**src/rtl/mm_accel_pkg.sv**
```systemverilog
// ============================================================================
// Module      : mm_accel_pkg
// Description : Shared types and default constants for the word serializer.
//               Holds the serializer state enum and the default word width
//               and vector depth.
// Revision    : 1.0 - initial release
// ============================================================================
`default_nettype none

package mm_accel_pkg;

    // Default number of bits per word
    localparam int DEFAULT_WIDTH = 32;
    // Default number of words per input vector
    localparam int DEFAULT_DEPTH = 32;

    // IDLE: waiting for a vector; SEND: emitting captured words
    typedef enum logic [0:0] {
        IDLE = 1'b0,
        SEND = 1'b1
    } state_t;

endpackage : mm_accel_pkg

`default_nettype wire

```
**src/rtl/word_mux.sv**
```systemverilog
// ============================================================================
// Module      : word_mux
// Description : Purely combinational word selector. Picks word i_sel out of a
//               packed vector in which word k occupies
//               bits [(k+1)*WIDTH-1 : k*WIDTH].
// Ports       : i_sel  - index of the word to select
//               i_data - packed DEPTH*WIDTH input vector
//               o_word - selected WIDTH-bit word
// Revision    : 1.0 - initial release
// ============================================================================
`default_nettype none

module word_mux #(
    parameter int WIDTH = 32,
    parameter int DEPTH = 32
) (
    input  logic [$clog2(DEPTH)-1:0] i_sel,
    input  logic [DEPTH*WIDTH-1:0]   i_data,
    output logic [WIDTH-1:0]         o_word
);

    // Unpack the flat vector so the select is a plain array index
    logic [WIDTH-1:0] w_words [DEPTH];

    genvar k;
    generate
        for (k = 0; k < DEPTH; k++) begin : g_unpack
            assign w_words[k] = i_data[k*WIDTH +: WIDTH];
        end
    endgenerate

    assign o_word = w_words[i_sel];

endmodule : word_mux

`default_nettype wire

```
**src/rtl/word_serializer.sv**
```systemverilog
// ============================================================================
// Module      : word_serializer
// Description : Accepts a packed vector of DEPTH words and emits the first
//               in_count words (0 means DEPTH) one per handshake on a
//               valid/ready output stream. One idle bubble separates vectors.
// Config      : define WORD_SERIALIZER_REVERSE_EN for descending emission
//               order (index count-1 down to 0); default is ascending.
// Ports       : clk       - clock, all state updates on rising edge
//               rst_n     - synchronous active-low reset
//               in_valid  - upstream offers a vector
//               in_ready  - block can accept a vector (IDLE)
//               in_data   - packed DEPTH*WIDTH vector
//               in_count  - number of words to emit, 0 means DEPTH
//               out_valid - out_data holds a word
//               out_ready - downstream accepts the word
//               out_data  - current word (0 outside SEND)
//               out_idx   - index of current word (0 outside SEND)
//               out_last  - current word is the final one of the vector
// Revision    : 1.0 - initial release
// ============================================================================
`default_nettype none

module word_serializer
    import mm_accel_pkg::*;
#(
    parameter int WIDTH = DEFAULT_WIDTH,
    parameter int DEPTH = DEFAULT_DEPTH
) (
    input  logic                     clk,
    input  logic                     rst_n,
    input  logic                     in_valid,
    output logic                     in_ready,
    input  logic [DEPTH*WIDTH-1:0]   in_data,
    input  logic [$clog2(DEPTH)-1:0] in_count,
    output logic                     out_valid,
    input  logic                     out_ready,
    output logic [WIDTH-1:0]         out_data,
    output logic [$clog2(DEPTH)-1:0] out_idx,
    output logic                     out_last
);

    localparam int SEL_W = $clog2(DEPTH);

    state_t                 r_state;
    logic                   r_in_ready;
    logic                   r_out_valid;
    logic [DEPTH*WIDTH-1:0] r_data;
    logic [SEL_W-1:0]       r_idx;

    logic [SEL_W-1:0]       w_start;
    logic [SEL_W-1:0]       w_end;
    logic [SEL_W-1:0]       w_next;
    logic                   w_at_end;
    logic [WIDTH-1:0]       w_word;

`ifdef WORD_SERIALIZER_REVERSE_EN
    // Descending: start at count-1 (count 0 wraps to DEPTH-1), finish at 0
    assign w_start = in_count - SEL_W'(1);
    assign w_end   = '0;
    assign w_next  = r_idx - SEL_W'(1);
`else
    // Ascending: start at 0, finish at count-1 (count 0 wraps to DEPTH-1)
    logic [SEL_W-1:0] r_cnt;

    assign w_start = '0;
    assign w_end   = r_cnt - SEL_W'(1);
    assign w_next  = r_idx + SEL_W'(1);
`endif

    assign w_at_end = (r_idx == w_end);

    word_mux #(
        .WIDTH (WIDTH),
        .DEPTH (DEPTH)
    ) u_word_mux (
        .i_sel  (r_idx),
        .i_data (r_data),
        .o_word (w_word)
    );

    always_ff @(posedge clk) begin
        if (!rst_n) begin
            r_state     <= IDLE;
            r_in_ready  <= 1'b1;
            r_out_valid <= 1'b0;
            r_data      <= '0;
            r_idx       <= '0;
`ifndef WORD_SERIALIZER_REVERSE_EN
            r_cnt       <= '0;
`endif
        end else begin
            case (r_state)
                IDLE: begin
                    if (in_valid) begin
                        r_data      <= in_data;
                        r_idx       <= w_start;
`ifndef WORD_SERIALIZER_REVERSE_EN
                        r_cnt       <= in_count;
`endif
                        r_state     <= SEND;
                        r_in_ready  <= 1'b0;
                        r_out_valid <= 1'b1;
                    end
                end
                SEND: begin
                    if (out_ready) begin
                        if (w_at_end) begin
                            // Index parks at 0 so out_idx reads 0 in IDLE
                            r_state     <= IDLE;
                            r_in_ready  <= 1'b1;
                            r_out_valid <= 1'b0;
                            r_idx       <= '0;
                        end else begin
                            r_idx <= w_next;
                        end
                    end
                end
                default: begin
                    r_state     <= IDLE;
                    r_in_ready  <= 1'b1;
                    r_out_valid <= 1'b0;
                    r_idx       <= '0;
                end
            endcase
        end
    end

    assign in_ready  = r_in_ready;
    assign out_valid = r_out_valid;
    assign out_idx   = r_idx;
    assign out_data  = (r_state == SEND) ? w_word : '0;
    assign out_last  = (r_state == SEND) && w_at_end;

endmodule : word_serializer

`default_nettype wire

```
**config.mk**
```make
export PLATFORM = sky130hd
export DESIGN_NAME = word_serializer
export DESIGN_NICKNAME = d
export VERILOG_FILES = /design/src/rtl/mm_accel_pkg.sv /design/src/rtl/word_mux.sv /design/src/rtl/word_serializer.sv
export SDC_FILE = /design/constraint.sdc
export NUM_CORES = 2
export LEC_CHECK = 0
export ABC_AREA = 0
export BUFFER_PORTS_ARGS = -buffer_cell sky130_fd_sc_hd__buf_2
export CELL_PAD_IN_SITES_DETAIL_PLACEMENT = 0
export CELL_PAD_IN_SITES_GLOBAL_PLACEMENT = 1
export CORE_AREA = 2 2 415 417
export CTS_BUF_LIST = sky130_fd_sc_hd__clkbuf_2
export DETAILED_ROUTE_END_ITERATION = 10
export DIE_AREA = 0 0 417 419
export GPL_ROUTABILITY_DRIVEN = 0
export HOLD_SLACK_MARGIN = 0.06
export PLACE_DENSITY = 0.66
export SYNTH_ARGS = -nofsm -noshare
export SYNTH_HDL_FRONTEND = slang
export SYNTH_SLANG_ARGS = --single-unit
```
**constraint.sdc**
```tcl
create_clock -name clk -period 3.6 [get_ports clk]
set_input_delay 0.54 -clock clk [delete_from_list [all_inputs] [get_ports clk]]
set_output_delay 0.54 -clock clk [all_outputs]
set_load 0.02 [all_outputs]
```
==> impl_metrics.json, run 1 <==
{
  "ys_async_sr_fraction_pct": 0,
  "dpl_worst_slack_ps": -382.1,
  "clockRootBuffer": "clkbuf_2",
  "synth_ff_type": "dfxtp_1",
  "syn_nets": 6283,
  "synth.largest_area_cell": "dfxtp_1",
  "cts_buffers": 307,
  "io-pin-count": 1073,
  "yosysSeqAreaShare_pct": 47.43,
  "syn_avg_cell_area_um2": 8.340,
  "synthDistinctLibCells": 49,
  "clock-sinks": 1037,
  "post-synth-top-count-cell": "nand2_1",
  "dp_cells": 8255,
  "dpl.hpwl_um": 171700,
  "core.rowCount": 152,
  "synth_area_um2": 43770,
  "ys_ff_latch": 1037,
  "syn_inst": 5248,
  "port_buffers": 1072,
  "synth_edf_count": 0,
  "stop_stage": "4_1_cts",
  "holdBufCountCts": 1764,
  "tool.error": "[ERROR RSZ-0060] Max buffer count reached.",
  "die_w_um": 417,
  "synth_top_cells_by_count": "nand2_1 (2,072), a21oi_1 (1,047), dfxtp_1 (1,037), clkbuf_1 (285), mux4_2 (177)",
  "dieHeight_um": 419,
  "cts_htree_levels": 5,
  "cts.path.max_buffers": 4,
  "post_cts_buffers": 70,
  "start_util_pct": 25.65,
  "synth_top_area_share_pct": 47.43,
  "ys_warn_count": 0,
  "status": "aborted with a tool error",
  "postCtsResizedCells": 203,
  "yosys-top-cells-area": "dfxtp_1 (47%), nand2_1 (18%), a21oi_1 (12%), mux4_2 (9.1%), mux2i_1 (2.6%)"
}
==> kinds of logic after synthesis <==
| group | count (synthesis) | synth area share, % |
|---|---|---|
| and+or+nand+nor | 2140 | 18.69 |
| xor gates and xnor gates | 7 | 0.1715 |
| buffers and inverters | 458 | 4.757 |
| muxes | 337 | 12.90 |
| AOI/OAI and AO/OA | 1267 | 15.99 |
| adders and majority gates | 2 | 0.05717 |
| DFF | 1037 | 47.43 |
==> metrics by stage <==
step	hold slack, ps	instance area (um^2)	setup TNS [ps]	util, %
2_1_floorplan	431.8	43770	0	-
3_3_place_gp	439.4	51760	-1852	30.34
3_5_place_dp	443.1	51760	-1920	30.34
==> run 2: changes to the inputs <==
==> config.mk (replaced) <==
export PLATFORM = sky130hd
export DESIGN_NAME = word_serializer
export DESIGN_NICKNAME = d
export VERILOG_FILES = /design/src/rtl/mm_accel_pkg.sv /design/src/rtl/word_mux.sv /design/src/rtl/word_serializer.sv
export SDC_FILE = /design/constraint.sdc
export NUM_CORES = 2
export LEC_CHECK = 0
export ABC_AREA = 0
export BUFFER_PORTS_ARGS = -buffer_cell sky130_fd_sc_hd__buf_2
export CORE_AREA = 2 2 423 425
export DETAILED_ROUTE_END_ITERATION = 10
export DIE_AREA = 0 0 425 427
export GPL_ROUTABILITY_DRIVEN = 0
export PLACE_DENSITY_LB_ADDON = 0.15
export SYNTH_ARGS = -nofsm -noshare
export SYNTH_HDL_FRONTEND = slang
export SYNTH_SLANG_ARGS = --single-unit
==> impl_metrics.json, run 2 <==
{
  "cpPeakStageDelay_ps": 560,
  "grt_antenna_before_repair": 32,
  "dieHeight_um": 427,
  "layout_worst_path_cycle_share_pct": 106.7,
  "final-hold-violation-count": 0,
  "finalSetupViolations": 30,
  "dp_cells": 8392,
  "final_common_cell": "nand2_1",
  "max_slew_margin_pct": 33.78,
  "syn_nets": 6283,
  "synth.largest_area_cell": "dfxtp_1",
  "crit_slowest_cell": "a22oi_2",
  "dieArea_um2": 181500,
  "tightest_slew_ps": 992.3,
  "layout_common_cells": "nand2_1 (2,071), a21oi_1 (1,041), buf_2 (1,041), dfxtp_1 (1,032), dlygate4sd3_1 (625)",
  "syn_inst": 5248,
  "largest_register": "r_data",
  "antenna_left": 0,
  "grt_pass1_vias": 43284,
  "wl_per_cell_um": 25.10,
  "clock-sinks": 1037,
  "crit_path_end_kind": "output pin",
  "fmax_mhz": 260.2,
  "synth_ff_type": "dfxtp_1",
  "irDropWorstVdd_mv": 0.3988,
  "fill_cells": 18516,
  "critPathArrivalTime_ps": 3300,
  "ys_warn_count": 0,
  "maxCapViolCount": 0,
  "start_util_pct": 24.69,
  "drtIter0Drc": 3626,
  "die_w_um": 425,
  "cp_cell_sequence": "buf_6 > buf_12 > buf_16 > buf_12 > mux4_2 > a22oi_2 > a211oi_2 > buf_2",
  "largest_reg_flops": 1024,
  "cts_buffers": 120,
  "syn_to_final_growth_pct": 47.85,
  "core_um2": 177300,
  "cp_max_fo": 8,
  "nets": 7897,
  "port_buffers": 1072,
  "startpoint_type": "register",
  "drive_gt1_share_pct": 27.13,
  "gr-usage-all-layers_pct": 24.44,
  "tns_ps": -3678,
  "hp-class": "primary input to register",
  "clockRootBuffer": "clkbuf_16",
  "holdWs_ps": 57.28,
  "drt-total-wl_um": 234100,
  "synth_edf_count": 0,
  "final_max_slew_viol_count": 0,
  "setup_ws_ps": -242.9,
  "viasPerCell": 4.778,
  "dr.pass1.iters": 5,
  "yosysSeqAreaShare_pct": 47.43,
  "path_class": "register to output pin",
  "rsz0062_at_grt": "yes",
  "violations": "negative setup slack",
  "io-pin-count": 1073,
  "finClkSkew_ps": 53.00,
  "instances_no_fill": 9327,
  "dpl.hpwl_um": 175800,
  "dpl_worst_slack_ps": -195.8,
  "powerDensity_nw_per_um2": 461.6,
  "syn_avg_cell_area_um2": 8.340,
  "vias": 44564,
  "crit_top_cell": "buf_12",
  "drc": 0,
  "synthDistinctLibCells": 49,
  "required_ps": 3060,
  "ys_async_sr_fraction_pct": 0,
  "p_leak_uw": 0.02526,
  "grt_max_degree": 153,
  "cts_tree": "yes",
  "core.rowCount": 155,
  "grt_pass1_wl_um": 317500,
  "clkLatencyLatePin_ps": 770,
  "post-synth-top-count-cell": "nand2_1",
  "cts.reportedPaths.clkPinSlew_ps": 60,
  "synth_top_cells_by_count": "nand2_1 (2,072), a21oi_1 (1,047), dfxtp_1 (1,037), clkbuf_1 (285), mux4_2 (177)",
  "cts_htree_levels": 3,
  "synth_top_area_share_pct": 47.43,
  "overflow": 0,
  "status": "finished, violations left",
  "cts.path.max_buffers": 3,
  "fin_crit_ps": 3843,
  "yosys-top-cells-area": "dfxtp_1 (47%), nand2_1 (18%), a21oi_1 (12%), mux4_2 (9.1%), mux2i_1 (2.6%)",
  "ys_ff_latch": 1037,
  "synth_area_um2": 43770
}
## run 2: cell counts after synthesis
Identical to the previous run, type by type.
## run 2: metrics by stage
| stage | utilization (%) | total power [uW] | instance area (um^2) |
|---|---|---|---|
| floorplan | - | 14650 | 43770 |
| global placement | 29.37 | 16630 | 52060 |
| detailed placement | 29.37 | 16640 | 52060 |
| CTS | 36.11 | 30090 | 64020 |
| global route | 36.50 | 30950 | 64700 |
| finish | 36.51 | 29870 | 64710 |
## run 2: final timing paths
check / startpoint / depth (start not counted) / endpoint / slack, ps
setup reg to reg: r_state$_SDFF_PN0_ / 5 / r_data[627]$_SDFFE_PN0P_ / 1220
hold / removal: in_data[234] / 3 / r_data[234]$_SDFFE_PN0P_ / 60
hold reg to reg: r_data[760]$_SDFFE_PN0P_ / 2 / r_data[760]$_SDFFE_PN0P_ / 450
setup / recovery: out_idx[0]$_SDFFE_PN0P_ / 8 / out_data[21] / -240
## run 2: area by class of cell
type                            count  area, um^2  area share [%]
Antenna cell                       14       35.03         0.05414
Clock buffer                      176        3453           5.337
Clock inverter                     42       554.3          0.8566
Inverter                            4       22.52         0.03480
Multi-Input combinational cell   3753       22030           34.05
Sequential cell                  1037       20780           32.11
Tap cell                         2355        2947           4.554
Timing Repair Buffer             1946       14890           23.01
## run 2: power by group
group / total, uW / internal [uW] / switching, uW
combinational: 4580 / 2040 / 2530
sequential: 12600 / 12200 / 474
clock: 12600 / 7400 / 5240
total: 29900 / 21600 / 8250
## run 2: cells by family after synthesis
group	synth area share (%)
flip-flops	47.43
multiplexers	12.90
XOR/XNOR	0.1715
AND/OR/NAND/NOR	18.69
adder cells (fa/ha/maj)	0.05717
AO/OA/AOI/OAI	15.99
buffers and inverters	4.757
## run 2: routing by layer
metal	track usage, %	wire length (um)	share of wire (%)
met5	0	26	0.011
met4	12.24	12690	5.4
met3	3.138	9736	4.2
met2	40.11	110900	47
met1	31.51	100700	43
## run 2: worst max-delay path: cells and delay by family, from the launching register on
family / cells / cell delay, ps
compound gates: 2 / 780
buf+inv: 5 / 800
flops: 1 / 380
mux: 1 / 510
## run 2: what timing repair did
item / in CTS / in global routing
pin swaps: 49 / 34
buffers inserted: 49 / 23
resized for setup: 214 / 92
endpoints found under the setup margin: 32 / 33
cloned: 6 / 3
endpoints found under the hold margin: 625 / 0
hold buffers: 625 / 0
No activity file was read; power rests on OpenSTA's default activity.
